### config.mk
export PLATFORM = sky130hd
export DESIGN_NAME = jtkiwi_gfxrom_slots
export DESIGN_NICKNAME = d
export VERILOG_FILES = /design/src/rtl/jtkiwi_gfxrom_slots.sv
export SDC_FILE = /design/constraint.sdc
export NUM_CORES = 1
export LEC_CHECK = 0
export BUFFER_PORTS_ARGS = -buffer_cell sky130_fd_sc_hd__buf_4
export CAP_MARGIN = 10
export CORE_MARGIN = 2
export CORE_UTILIZATION = 30
export CTS_CLUSTER_SIZE = 12
export DETAILED_ROUTE_END_ITERATION = 8
export GPL_ROUTABILITY_DRIVEN = 0
export PLACE_DENSITY_LB_ADDON = 0.05
export SLEW_MARGIN = 20
export SYNTH_ARGS = -nofsm -noshare
export SYNTH_HDL_FRONTEND = slang
export SYNTH_SLANG_ARGS = --single-unit
### constraint.sdc
create_clock -name clk -period 2.4 [get_ports clk]
set_input_delay 0.48 -clock clk [delete_from_list [all_inputs] [get_ports clk]]
set_output_delay 0.48 -clock clk [all_outputs]
set_load 0.01 [all_outputs]
### src/rtl/jtkiwi_gfxrom_slots.sv
// Graphics-ROM responder: two one-entry caches (scroll, object) refilled from a
// 16-bit SDRAM read port, two words per 32-bit entry, one burst in flight.
module jtkiwi_gfxrom_slots #(
  parameter int              AW         = 22,
  parameter logic [AW-1:0]   SCR_OFFSET = AW'(22'h00_0000),
  parameter logic [AW-1:0]   OBJ_OFFSET = AW'(22'h10_0000)
) (
  input  logic          clk,
  input  logic          rst_n,
  input  logic [17:0]   scr_addr,
  input  logic          scr_cs,
  output logic [31:0]   scr_data,
  output logic          scr_ok,
  input  logic [17:0]   obj_addr,
  input  logic          obj_cs,
  output logic [31:0]   obj_data,
  output logic          obj_ok,
  output logic [AW-1:0] sdram_addr,
  output logic          sdram_rd,
  input  logic          sdram_ack,
  input  logic [15:0]   sdram_dout,
  input  logic          sdram_rdy
);

  typedef enum logic [1:0] {IDLE, REQ, WAIT_LO, WAIT_HI} state_t;

  state_t      state;
  logic        rr_obj;     // 1: object slot wins the next tie
  logic        cur_obj;
  logic [17:0] cur_addr;
  logic [15:0] stage;

  logic        scr_valid, obj_valid;
  logic [17:0] scr_tag, obj_tag;

  logic        scr_hit, obj_hit, scr_serv, obj_serv;
  logic        scr_pend, obj_pend, grant_obj;
  logic [AW-1:0] scr_word, obj_word;

  assign scr_hit  = scr_valid && (scr_tag == scr_addr);
  assign obj_hit  = obj_valid && (obj_tag == obj_addr);
  // A slot under refill reports neither hit nor miss, so its data cannot
  // change while ok is high and it is never requested twice.
  assign scr_serv = (state != IDLE) && !cur_obj;
  assign obj_serv = (state != IDLE) &&  cur_obj;
  assign scr_pend = scr_cs && !scr_hit && !scr_serv;
  assign obj_pend = obj_cs && !obj_hit && !obj_serv;

  assign scr_word = SCR_OFFSET + AW'({scr_addr, 1'b0});
  assign obj_word = OBJ_OFFSET + AW'({obj_addr, 1'b0});

  always_comb begin
    // NOTE: give every always_comb output a default first so no path infers a latch.
    grant_obj = obj_pend;
    if (scr_pend && obj_pend) grant_obj = rr_obj;
  end

  // NOTE: sequential state uses non-blocking assignments only, so every
  // register samples values from before the edge regardless of statement order.
  always_ff @(posedge clk or negedge rst_n) begin
    if (!rst_n) begin
      state      <= IDLE;
      rr_obj     <= 1'b0;
      cur_obj    <= 1'b0;
      cur_addr   <= '0;
      stage      <= '0;
      scr_valid  <= 1'b0;
      obj_valid  <= 1'b0;
      scr_tag    <= '0;
      obj_tag    <= '0;
      scr_data   <= '0;
      obj_data   <= '0;
      scr_ok     <= 1'b0;
      obj_ok     <= 1'b0;
      sdram_rd   <= 1'b0;
      sdram_addr <= '0;
    end else begin
      scr_ok <= scr_cs && scr_hit && !scr_serv;
      obj_ok <= obj_cs && obj_hit && !obj_serv;

      unique case (state)
        IDLE: begin
          if (scr_pend || obj_pend) begin
            cur_obj    <= grant_obj;
            cur_addr   <= grant_obj ? obj_addr : scr_addr;
            sdram_addr <= grant_obj ? obj_word : scr_word;
            sdram_rd   <= 1'b1;
            if (scr_pend && obj_pend) rr_obj <= !rr_obj;
            state      <= REQ;
          end
        end
        REQ: begin
          if (sdram_ack) begin
            sdram_rd <= 1'b0;
            state    <= WAIT_LO;
          end
        end
        WAIT_LO: begin
          if (sdram_rdy) begin
            stage <= sdram_dout;
            state <= WAIT_HI;
          end
        end
        WAIT_HI: begin
          if (sdram_rdy) begin
            if (cur_obj) begin
              obj_data  <= {sdram_dout, stage};
              obj_tag   <= cur_addr;
              obj_valid <= 1'b1;
            end else begin
              scr_data  <= {sdram_dout, stage};
              scr_tag   <= cur_addr;
              scr_valid <= 1'b1;
            end
            state <= IDLE;
          end
        end
        default: state <= IDLE;
      endcase
    end
  end

endmodule
==> key figures <==
Setup path
  • Max incr delay on CP: 380 ps
  • WP data arrival: 2600 ps
  • Crit-path max FO: 10
  • CP max-delay cell: dfrtp_1
  • Critical Path End Type: register
  • Crit-path cells: xnor2_1, nand4_1, or3_1, o311a_1, or2_1, buf_4, a31oi_1
  • Critical Path Source Type: register
  • Setup Crit Path Kind: reg -> reg
  • CP required: 2730 ps

Finish
  • Fillers: 1975
  • Final Cell Area: 8420 µm²
  • Final core utilization: 0.415
  • Antenna fix cells: 0
  • Syn-to-layout area delta: 35.1%
  • Layout cell share with drive strength beyond 1: 0.527
  • Nets@finish: 704

Route
  • Drt drc: 0
  • DR vias: 4389
  • Vias/cell: 4.74
  • Routed Antenna Nets: 0
  • DRT Pass-1 Iters: 4
  • Routed WL per cell: ~19 µm
  • DRT iter0 DRCs: between 200 and 250
  • WL final: 17700 µm

Power
  • Worst VDD drop: 0.000594 V
  • PD cells: 1400 nW/µm²
  • Leakage Power: 0.00372 µW

Clocking
  • CTS tree: done
  • Root buf cell: clkbuf_16
  • CTS buffer count: 17
  • # clock sinks: 143
  • Post-CTS setup buffers: 0
  • Clock tree buffer depth: 2
  • Cts hold-fix bufs: 0
  • Clk Latency, worst-skew pair: around 410 ps
  • H-Tree Depth: 4
  • Worst-path clk slew: roughly 60 ps
  • Cts repair resizes: 0

Timing
  • Hold slack: -6.86 ps
  • Worst Max-Slew Pin Slew: 524 ps
  • Hold Vio Cnt, Final: 2
  • Relative slew slack: 0.651
  • Final setup violation count: 0
  • Max-slew violations: 0
  • Final period utilization: 0.947
  • RSZ-0062 raised after global routing: no
  • Setup TNS: 0 ps
  • Fin crit period: 2270 ps
  • Worst Skew: 6.17 ps
  • FMAX: 440 MHz

Place
  • Hpwl dp: 12600 µm
  • Placed Area: 7840 µm²
  • Port buffer count: 143

Logic synthesis
  • Cells after Synth: 465
  • Distinct cells, synth: 39
  • Seq cells post-synth: 143
  • Ys Warns: 0
  • Seq/Total Area, Yosys: 0.575
  • Syn Area/Cell: 13.4 µm²
  • Mapped cell area: 6230 µm²

Global routing
  • Number of global-route vias before repair: 4832
  • Largest net degree at the start of global routing: 50
  • Total track usage: 0.167
  • Initial antenna violation count: 0
  • GRT overflow: 0
  • Global-route wire length before repair: 27700 µm

Floorplan
  • Initial Util: 0.307
  • Die height: 148 µm
  • Core Box Area: between 20000 and 25000 µm²
  • Die area: between 20000 and 25000 µm²
  • Rows: 52
  • Die Span X: ~150 µm
  • Io pins: 147

Run status
  • Status: finished, violations left
  • Failing checks: hold timing

Job
  • Max Cap Violations: 0

Worst hold path
  • HP Class: in -> async
-- metal layers --
metal | GRT usage | vias to the layer above | wire [µm]
li1 | - | 2040 | -
met1 | 0.203 | 2207 | 7400
met2 | 0.284 | 123 | 8940
met3 | 0.0509 | 19 | 1050
met4 | 0.0538 | 0 | 295
met5 | 0 | - | 0
-- flip-flops by register name (all words and copies together) (netlist names) --
signal      cells
cur_addr       17
obj_data       32
obj_ok          1
obj_tag        18
obj_valid       1
rr_obj          1
scr_data       32
scr_ok          1
scr_tag        18
scr_valid       1
sdram_addr      2
sdram_rd        1
stage          16
state           2
-- worst max-delay path: cells and delay by family (launching register included) --
kind | cells | cell delay, ps
compound gates | 2 | 540
xor+xnor | 1 | 330
buf+inv | 1 | 210
flops | 1 | 380
simple gates | 3 | 730
-- final cells by class --
type | instances | area, µm² | share of cell area
well taps | 270 | 338 | 0.0401
inverters | 4 | 15.0 | 0.00178
flip-flops and latches | 143 | 3580 | 0.425
repair buffers | 183 | 1400 | 0.167
multi-input cells | 293 | 2520 | 0.300
clock inverters | 14 | 130 | 0.0155
clock buffers | 18 | 429 | 0.0510
-- through the flow --
stage                     power, µW  setup slack (ps)  hold WS (ps)  instances
after floorplan                7010               127           184        467
after global placement         9290             -24.2           462        893
after detailed placement       9400             -97.5           463        893
after CTS                     12000               127          9.83        925
after global routing          12600              13.5          30.8        925
final                         11800               127         -6.86        925
-- cells in the mapped netlist --
| cell type | count | area, µm² |
|---|---|---|
| a21boi_1 | 1 | 7.51 |
| a21o_1 | 2 | 15.0 |
| a21oi_1 | 2 | 10.0 |
| a31oi_1 | 9 | 56.3 |
| a31oi_2 | 10 | 125 |
| a41oi_1 | 1 | 8.76 |
| and2_1 | 1 | 6.26 |
| and3_1 | 1 | 6.26 |
| buf_1 | 3 | 11.3 |
| buf_2 | 1 | 5.00 |
| buf_4 | 4 | 30.0 |
| buf_6 | 2 | 22.5 |
| buf_8 | 1 | 15.0 |
| clkbuf_1 | 16 | 60.1 |
| conb_1 | 1 | 3.75 |
| dfrtp_1 | 143 | 3580 |
| ha_1 | 4 | 50.1 |
| inv_1 | 4 | 15.0 |
| mux2_1 | 1 | 11.3 |
| mux2_2 | 116 | 1310 |
| nand2_1 | 6 | 22.5 |
| nand2b_1 | 2 | 12.5 |
| nand3_1 | 24 | 120 |
| nand4_1 | 17 | 106 |
| nor2_1 | 6 | 22.5 |
| nor3_1 | 19 | 95.1 |
| nor4_1 | 2 | 12.5 |
| o211ai_1 | 1 | 7.51 |
| o21ai_0 | 19 | 95.1 |
| o21ai_1 | 2 | 10.0 |
| o21ai_2 | 1 | 8.76 |
| o22ai_1 | 1 | 6.26 |
| o311a_1 | 1 | 10.0 |
| o32a_1 | 1 | 10.0 |
| or2_1 | 1 | 6.26 |
| or3_1 | 1 | 6.26 |
| or4_1 | 1 | 7.51 |
| xnor2_1 | 35 | 307 |
| xor2_1 | 2 | 17.5 |
-- kinds of logic after synthesis --
logic type / count (synthesis) / share of synthesized area
other cells: 1 / 0.000602
flops: 143 / 0.575
simple gates: 81 / 0.0681
fa+ha+maj: 4 / 0.00804
compound gates: 51 / 0.0595
buf+inv: 31 / 0.0255
xor+xnor: 37 / 0.0520
mux: 117 / 0.212
-- worst paths after layout --
kind / start / endpoint / slack [ps] / cells past startpoint
worst min-delay path: rst_n / scr_tag[1] / -7 / 1
worst min register to register: rr_obj / rr_obj / 480 / 1
min in group clk: sdram_dout[4] / stage[4] / 310 / 2
worst max-delay path: scr_tag[10] / sdram_addr[18] / 130 / 7
worst max register to register: scr_tag[10] / sdram_addr[18] / 130 / 7
max in group asynchronous: rst_n / obj_data[1] / 1670 / 2
-- layout by cell type, fill, tap and decap left out, types with 3 or more instances in the layout --
cell         n
a31oi_1      9
a31oi_2     10
buf_4      180
clkbuf_16   17
clkinv_2     3
clkinv_4     3
conb_1       3
dfrtp_1    143
ha_1         4
inv_1        4
inv_6        5
mux2_2     116
nand2_1      6
nand3_1     22
nand4_1     17
nor2_1       6
nor3_1      19
o21ai_0     19
xnor2_1     33
-- where the power goes --
part / total, µW / switching, µW / leakage [µW] / internal, µW
combinational: 4850 / 2180 / 0.00175 / 2670
sequential: 4440 / 813 / 0.00169 / 3630
clock: 2510 / 1070 / 0.000272 / 1440
total: 11800 / 4070 / 0.00372 / 7730
Power figures use the tool's default switching activity.
